==> config.mk <==
export PLATFORM = sky130hd
export DESIGN_NAME = kbd_key_process
export DESIGN_NICKNAME = d
export VERILOG_FILES = /design/src/rtl/kbd_pkg.sv /design/src/rtl/sync_2ff.sv /design/src/rtl/kbd_key_process.sv
export SDC_FILE = /design/constraint.sdc
export NUM_CORES = 1
export LEC_CHECK = 0
export BUFFER_PORTS_ARGS = -buffer_cell sky130_fd_sc_hd__buf_4
export CORE_MARGIN = 1.5
export CORE_UTILIZATION = 41
export CTS_CLUSTER_SIZE = 16
export DETAILED_ROUTE_END_ITERATION = 12
export GPL_ROUTABILITY_DRIVEN = 0
export PLACE_DENSITY = 0.61
export SLEW_MARGIN = 10
export SYNTH_ARGS = -nofsm -noshare
export SYNTH_HDL_FRONTEND = slang
export SYNTH_HIERARCHICAL = 1
export SYNTH_SLANG_ARGS = --single-unit
==> constraint.sdc <==
create_clock -name clk -period 3.5 [get_ports clk]
set_input_delay 0.525 -clock clk [delete_from_list [all_inputs] [get_ports clk]]
set_output_delay 0.525 -clock clk [all_outputs]
set_load 0.01 [all_outputs]
==> src/rtl/kbd_pkg.sv <==
// Shared constants for the key debounce / press-strobe block.
// Release strobes are enabled by defining KBD_RELEASE_EVENT_EN.
package kbd_pkg;

  localparam int unsigned KBD_DEBOUNCE_DEFAULT = 1_000_000;
  localparam int unsigned KBD_SYNC_STAGES      = 2;

endpackage

==> src/rtl/sync_2ff.sv <==
// Generic two-flop synchronizer for a single asynchronous level input.
// The first stage is sync1 and the second is sync2; the output is sync2.
module sync_2ff
  import kbd_pkg::*;
(
  input  logic clk,
  input  logic rstn,
  input  logic d,
  output logic q
);

  logic [KBD_SYNC_STAGES-1:0] sync_q;
  logic [KBD_SYNC_STAGES-1:0] sync_d;

  always_comb begin
    sync_d = {sync_q[KBD_SYNC_STAGES-2:0], d};
  end

  always_ff @(posedge clk or negedge rstn) begin
    if (!rstn) begin
      sync_q <= '0;
    end else begin
      sync_q <= sync_d;
    end
  end

  assign q = sync_q[KBD_SYNC_STAGES-1];

endmodule

==> src/rtl/kbd_key_process.sv <==
// Debounces a raw key input and emits one registered strobe per accepted press.
// Define KBD_RELEASE_EVENT_EN to add the kbd_release strobe port.
module kbd_key_process
  import kbd_pkg::*;
#(
  parameter int unsigned DEBOUNCE_CYCLES = KBD_DEBOUNCE_DEFAULT,
  parameter int unsigned CNT_W           = $clog2(DEBOUNCE_CYCLES)
) (
  input  logic clk,
  input  logic rstn,
  input  logic kbd,
  output logic kbd_out
`ifdef KBD_RELEASE_EVENT_EN
  ,
  output logic kbd_release
`endif
);

  localparam logic [CNT_W-1:0] CNT_MAX = CNT_W'(DEBOUNCE_CYCLES - 1);

  logic             sync2;
  logic [CNT_W-1:0] cnt_q,        cnt_d;
  logic             stable_q,     stable_d;
  logic             stable_dly_q, stable_dly_d;
  logic             kbd_out_q,    kbd_out_d;

  sync_2ff u_sync (
    .clk  (clk),
    .rstn (rstn),
    .d    (kbd),
    .q    (sync2)
  );

  // Any cycle where sync2 matches the accepted level restarts the window.
  always_comb begin
    cnt_d        = cnt_q;
    stable_d     = stable_q;
    if (sync2 == stable_q) begin
      cnt_d = '0;
    end else if (cnt_q == CNT_MAX) begin
      stable_d = sync2;
      cnt_d    = '0;
    end else begin
      cnt_d = cnt_q + 1'b1;
    end
    stable_dly_d = stable_q;
    kbd_out_d    = stable_q & ~stable_dly_q;
  end

  always_ff @(posedge clk or negedge rstn) begin
    if (!rstn) begin
      cnt_q        <= '0;
      stable_q     <= 1'b0;
      stable_dly_q <= 1'b0;
      kbd_out_q    <= 1'b0;
    end else begin
      cnt_q        <= cnt_d;
      stable_q     <= stable_d;
      stable_dly_q <= stable_dly_d;
      kbd_out_q    <= kbd_out_d;
    end
  end

  assign kbd_out = kbd_out_q;

`ifdef KBD_RELEASE_EVENT_EN
  logic kbd_release_q, kbd_release_d;

  always_comb begin
    kbd_release_d = ~stable_q & stable_dly_q;
  end

  always_ff @(posedge clk or negedge rstn) begin
    if (!rstn) begin
      kbd_release_q <= 1'b0;
    end else begin
      kbd_release_q <= kbd_release_d;
    end
  end

  assign kbd_release = kbd_release_q;
`endif

endmodule

Word level (Yosys, flattened, before mapping) --
Cells that the tools add are included.
Storage, ports and cells: flip-flop bits (word level) 25, latch bits 0, memory bits (writable) 0, ROM bits 0, bits of input ports 3, memories 0
Cells by class: $add $sub $neg 1, $mul 0, divide/modulo/power cells 0, order comparisons 0, equality and inequality tests 2, shift-type cells 0, mux-type cells 2, bitwise operators 3, reduce and logical (&&, ||, !) cells 1
Operator list (count):
- $mux W20 | 2
- $add A20 B1 Y20 const B | 1
- $eq A20 B20 Y1 const B | 1
- $not A1 Y1 | 2
- $reduce_and A2 Y1 | 1
- $and A1 B1 Y1 | 1
- $eq A1 B1 Y1 | 1

Depth between registers and ports, before layout --
depth after elaboration 3, gate-level depth with buffers 6, gate-level depth less buffers 5

Hierarchy --
Netlist, hierarchy kept.
By module, submodules not included:
- kbd_key_process | instances 1, cells an instance 109, area an instance 1121.1 µm², seq. area each 575.6 µm²
- sync_2ff | instances 1, cells an instance 2, area an instance 50.0 µm², seq. area each 50.0 µm²

Least setup slack after synthesis --
Ideal clock, no wire load.
path kind reg2reg, start register cnt_q[4], end register cnt_q[17], setup time 0.078 ns, data arrival time 1.541 ns, path slack 1.881 ns, cell stages (with the launch flop) 5, period minus slack after synthesis 1.619 ns, path through dfrtp_1 > nand4_4 > or4_1 > or3_1 > a21oi_1
On the way: cells in the longest elaborated chain, start to end 3, elaborated cells between the ends (all ways) 4, classes of those cells add/sub (1); eq/ne (1); mux (2)
Ends and longest elaborated chain:
- start: declaration | RTL line kbd_key_process.sv:22 | logic [CNT_W-1:0] cnt_q, cnt_d;
- start signal: assignment | RTL line kbd_key_process.sv:57 | cnt_q <= cnt_d;
- $add A20 B1 Y20 / $eq A20 B20 Y1 (equally long branches) | RTL line kbd_key_process.sv:44, kbd_key_process.sv:40
- $mux W20 (*) | RTL line kbd_key_process.sv:40 | end else if (cnt_q == CNT_MAX) begin
- $mux W20 (*) | RTL line kbd_key_process.sv:38 | if (sync2 == stable_q) begin
- named net cnt_d[17] | RTL line kbd_key_process.sv:22
The timed path passes the listed nets; every way through them passes the cells marked *. A chain may end at the register's enable or synchronous reset.

Worst setup path in the final report --
start register cnt_q[0], end register cnt_q[16]
Same word-level chain as after synthesis.

==> results_dict.tcl <==
set metrics [dict create \
    outcome "finished clean" \
    crit_path_start_kind "register" \
    netlist_area_um2 1170 \
    power_density_nw_per_um2 348 \
    io_pins 4 \
    ys_async_sr_fraction_pct 100 \
    dp_hpwl_mm 1.33 \
    area_growth_pct 7.16 \
    syn-num-nets 115 \
    fillers 255 \
    h-tree-depth 1 \
    antenna_found_initial 0 \
    cts_setup_buffers 0 \
    cts-root-buf "clkbuf_4" \
    hold_viol_final 0 \
    max_freq_mhz 521 \
    grt_pass1_vias 784 \
    tns_ns 0 \
    endpoint_kind "register" \
    grt_pass1_wl_mm 3.49 \
    fin_skew_ns 0.00221 \
    worstPathRequired_ns 3.68 \
    cts_resized 0 \
    place_area_um2 1230 \
    die_h_um 56.4 \
    n_antenna_cell 0 \
    drc_errors 0 \
    die_w_um 56.4 \
    p_leak_nw 0.517 \
    cts_made_buffers 3 \
    hold_path.class "in2async" \
    cts_tree "done" \
    max-clock-path-buffers 2 \
    setup_viol 0 \
    peakVddDrop_mv 0.376 \
    core_um2 2730 \
    synthCells 111 \
    vias_per_cell 5.28 \
    rsz0062_at_grt "false" \
    synthDistinctLibCells 27 \
    port_buffers 3 \
    maxCapViolCount 0 \
    ant_nets 0 \
    syn_avg_cell_area_um2 10.6 \
    synth_top_flop_cell "dfrtp_1" \
    drive_gt1_share_pct 10.3 \
    grt-ovfl-total 0 \
    firstDrtPassIters 4 \
    synth_edf_count 0 \
    cp_max_fo 18 \
    start_util_pct 42.8 \
    track_usage_pct 13.9 \
    vias 782 \
    ys_ff_latch 25 \
    worst_pin_slew_ns 0.708 \
    slew_headroom_pct 52.8 \
    final_nets 122 \
    ys_warn_count 6 \
    layout_min_cycle_time_ns 1.92 \
    fin_crit_sh_pct 54.9 \
    crit_type "reg2reg" \
    fin_area_um2 1250 \
    cts.reportedPaths.clkPinSlew_ns 0.13 \
    num_rows 19 \
    clkLatencyLatePin_ns 0.31 \
    drv_slew 0 \
    cts_hold_buf 0 \
    cts_sinks 25 \
    wirelength_mm 1.94 \
    post_drt_wl_per_cell_um 13.1 \
    yosysSeqAreaShare_pct 53.4 \
    drt_iter0_markers 17 \
    dieArea_um2 3190 \
    grt_max_degree 26 \
    arrival_ns 2.10 \
]
[cell usage after synthesis (2+ instances only)]
library cell   n  share of area [%]
dfrtp_1       25                 53
nor2_1        19                6.1
xnor2_1       11                8.2
nand2_1        6                1.9
nand3_1        6                2.6
nor3_1         5                2.1
xor2_1         5                3.7
inv_1          4                1.3
nor4_1         4                2.1
nand4_1        3                1.6
a21oi_1        2               0.85
and4_1         2                1.5
mux2i_1        2                1.7
nor4b_1        2                1.5
o21ai_0        2               0.85
or3_1          2                1.1
[sequential cells by signal (all words and copies together), names as in the netlist]
name and flops:
cnt_q 20, kbd_out 1, stable_dly_d 1, stable_dly_q 1
u_sync/sync_q 2
[routing by layer]
layer	track usage (%)	wire length (µm)	vias up	part of all wire, %
met1	18.8	952	373	49
met2	22.6	924	8	48
li1	-	-	401	-
met4	1.02	0	0	0
met3	4.84	63	0	3.2
met5	0	0	-	0
[worst max-delay path, cell delays in order, from the launching register on]
cell     delay [ns]
dfrtp_1        0.44
ha_1           0.22
and3_1         0.24
nand4_1        0.15
o21ai_2        0.62
nor2_1         0.12
[metrics by stage]
| stage | worst slack (ns) | utilization [%] | cells | total power, W | hold slack [ns] |
|---|---|---|---|---|---|
| final | 1.58 | 45.9 | 148 | 0.000437 | 0.0894 |
| after global routing | 1.33 | 45.9 | 148 | 0.000462 | 0.0843 |
| after CTS | 1.54 | 45.9 | 148 | 0.000448 | 0.0846 |
| after detailed placement | 1.58 | 44.9 | 144 | 0.000319 | 0.345 |
| after global placement | 1.60 | 44.9 | 144 | 0.000319 | 0.332 |
| after floorplan | 1.88 | - | 111 | 0.000309 | 0.229 |
[final timing paths]
check / startpoint / end / slack (ns) / cells after the start
setup / recovery: cnt_q[0] / cnt_q[16] / 1.58 / 5
hold / removal: rstn / cnt_q[17] / 0.09 / 1
setup reg to reg: cnt_q[0] / cnt_q[16] / 1.58 / 5
hold reg to reg: u_sync/sync_q[0] / u_sync/sync_q[1] / 0.37 / 0
max in group asynchronous: rstn / cnt_q[5] / 3.18 / 1
min in group clk: kbd / u_sync/sync_q[0] / 0.31 / 1
[power by group]
part | switching [W] | total (W) | internal (W)
Sequential | 0.00000427 | 0.000297 | 0.000293
Combinational | 0.0000115 | 0.0000163 | 0.00000482
Clock | 0.0000806 | 0.000123 | 0.0000427
Total | 0.0000964 | 0.000437 | 0.000340
[area by class of cell]
type	count	area [µm²]	area share [%]
clock buffer	3	22.5	1.79
multi-input combinational	81	526	41.9
clock inverter	1	5.00	0.399
inverter	4	15.0	1.20
timing repair buffer	3	22.5	1.79
tap	31	38.8	3.09
sequential	25	626	49.9
[cells by family after synthesis]
kind of cell	after synthesis	synth area share [%]
AND/OR/NAND/NOR	56	26.7
flip-flops	25	53.4
XOR/XNOR	16	12.0
AO/OA/AOI/OAI	5	2.46
buffers and inverters	5	1.71
multiplexers	3	2.67
adder cells (fa/ha/maj)	1	1.07
[placed cells by master (no fill, tap or decap), types with 3 or more instances in the layout]
cell,netlist,layout
buf_4,0,3
clkbuf_4,0,3
dfrtp_1,25,25
inv_1,4,4
nand2_1,6,6
nand3_1,6,6
nand4_1,3,3
nor2_1,19,19
nor3_1,5,5
nor4_1,4,4
xnor2_1,11,11
xor2_1,5,5
Note: power is estimated with default switching activity, not from simulation.
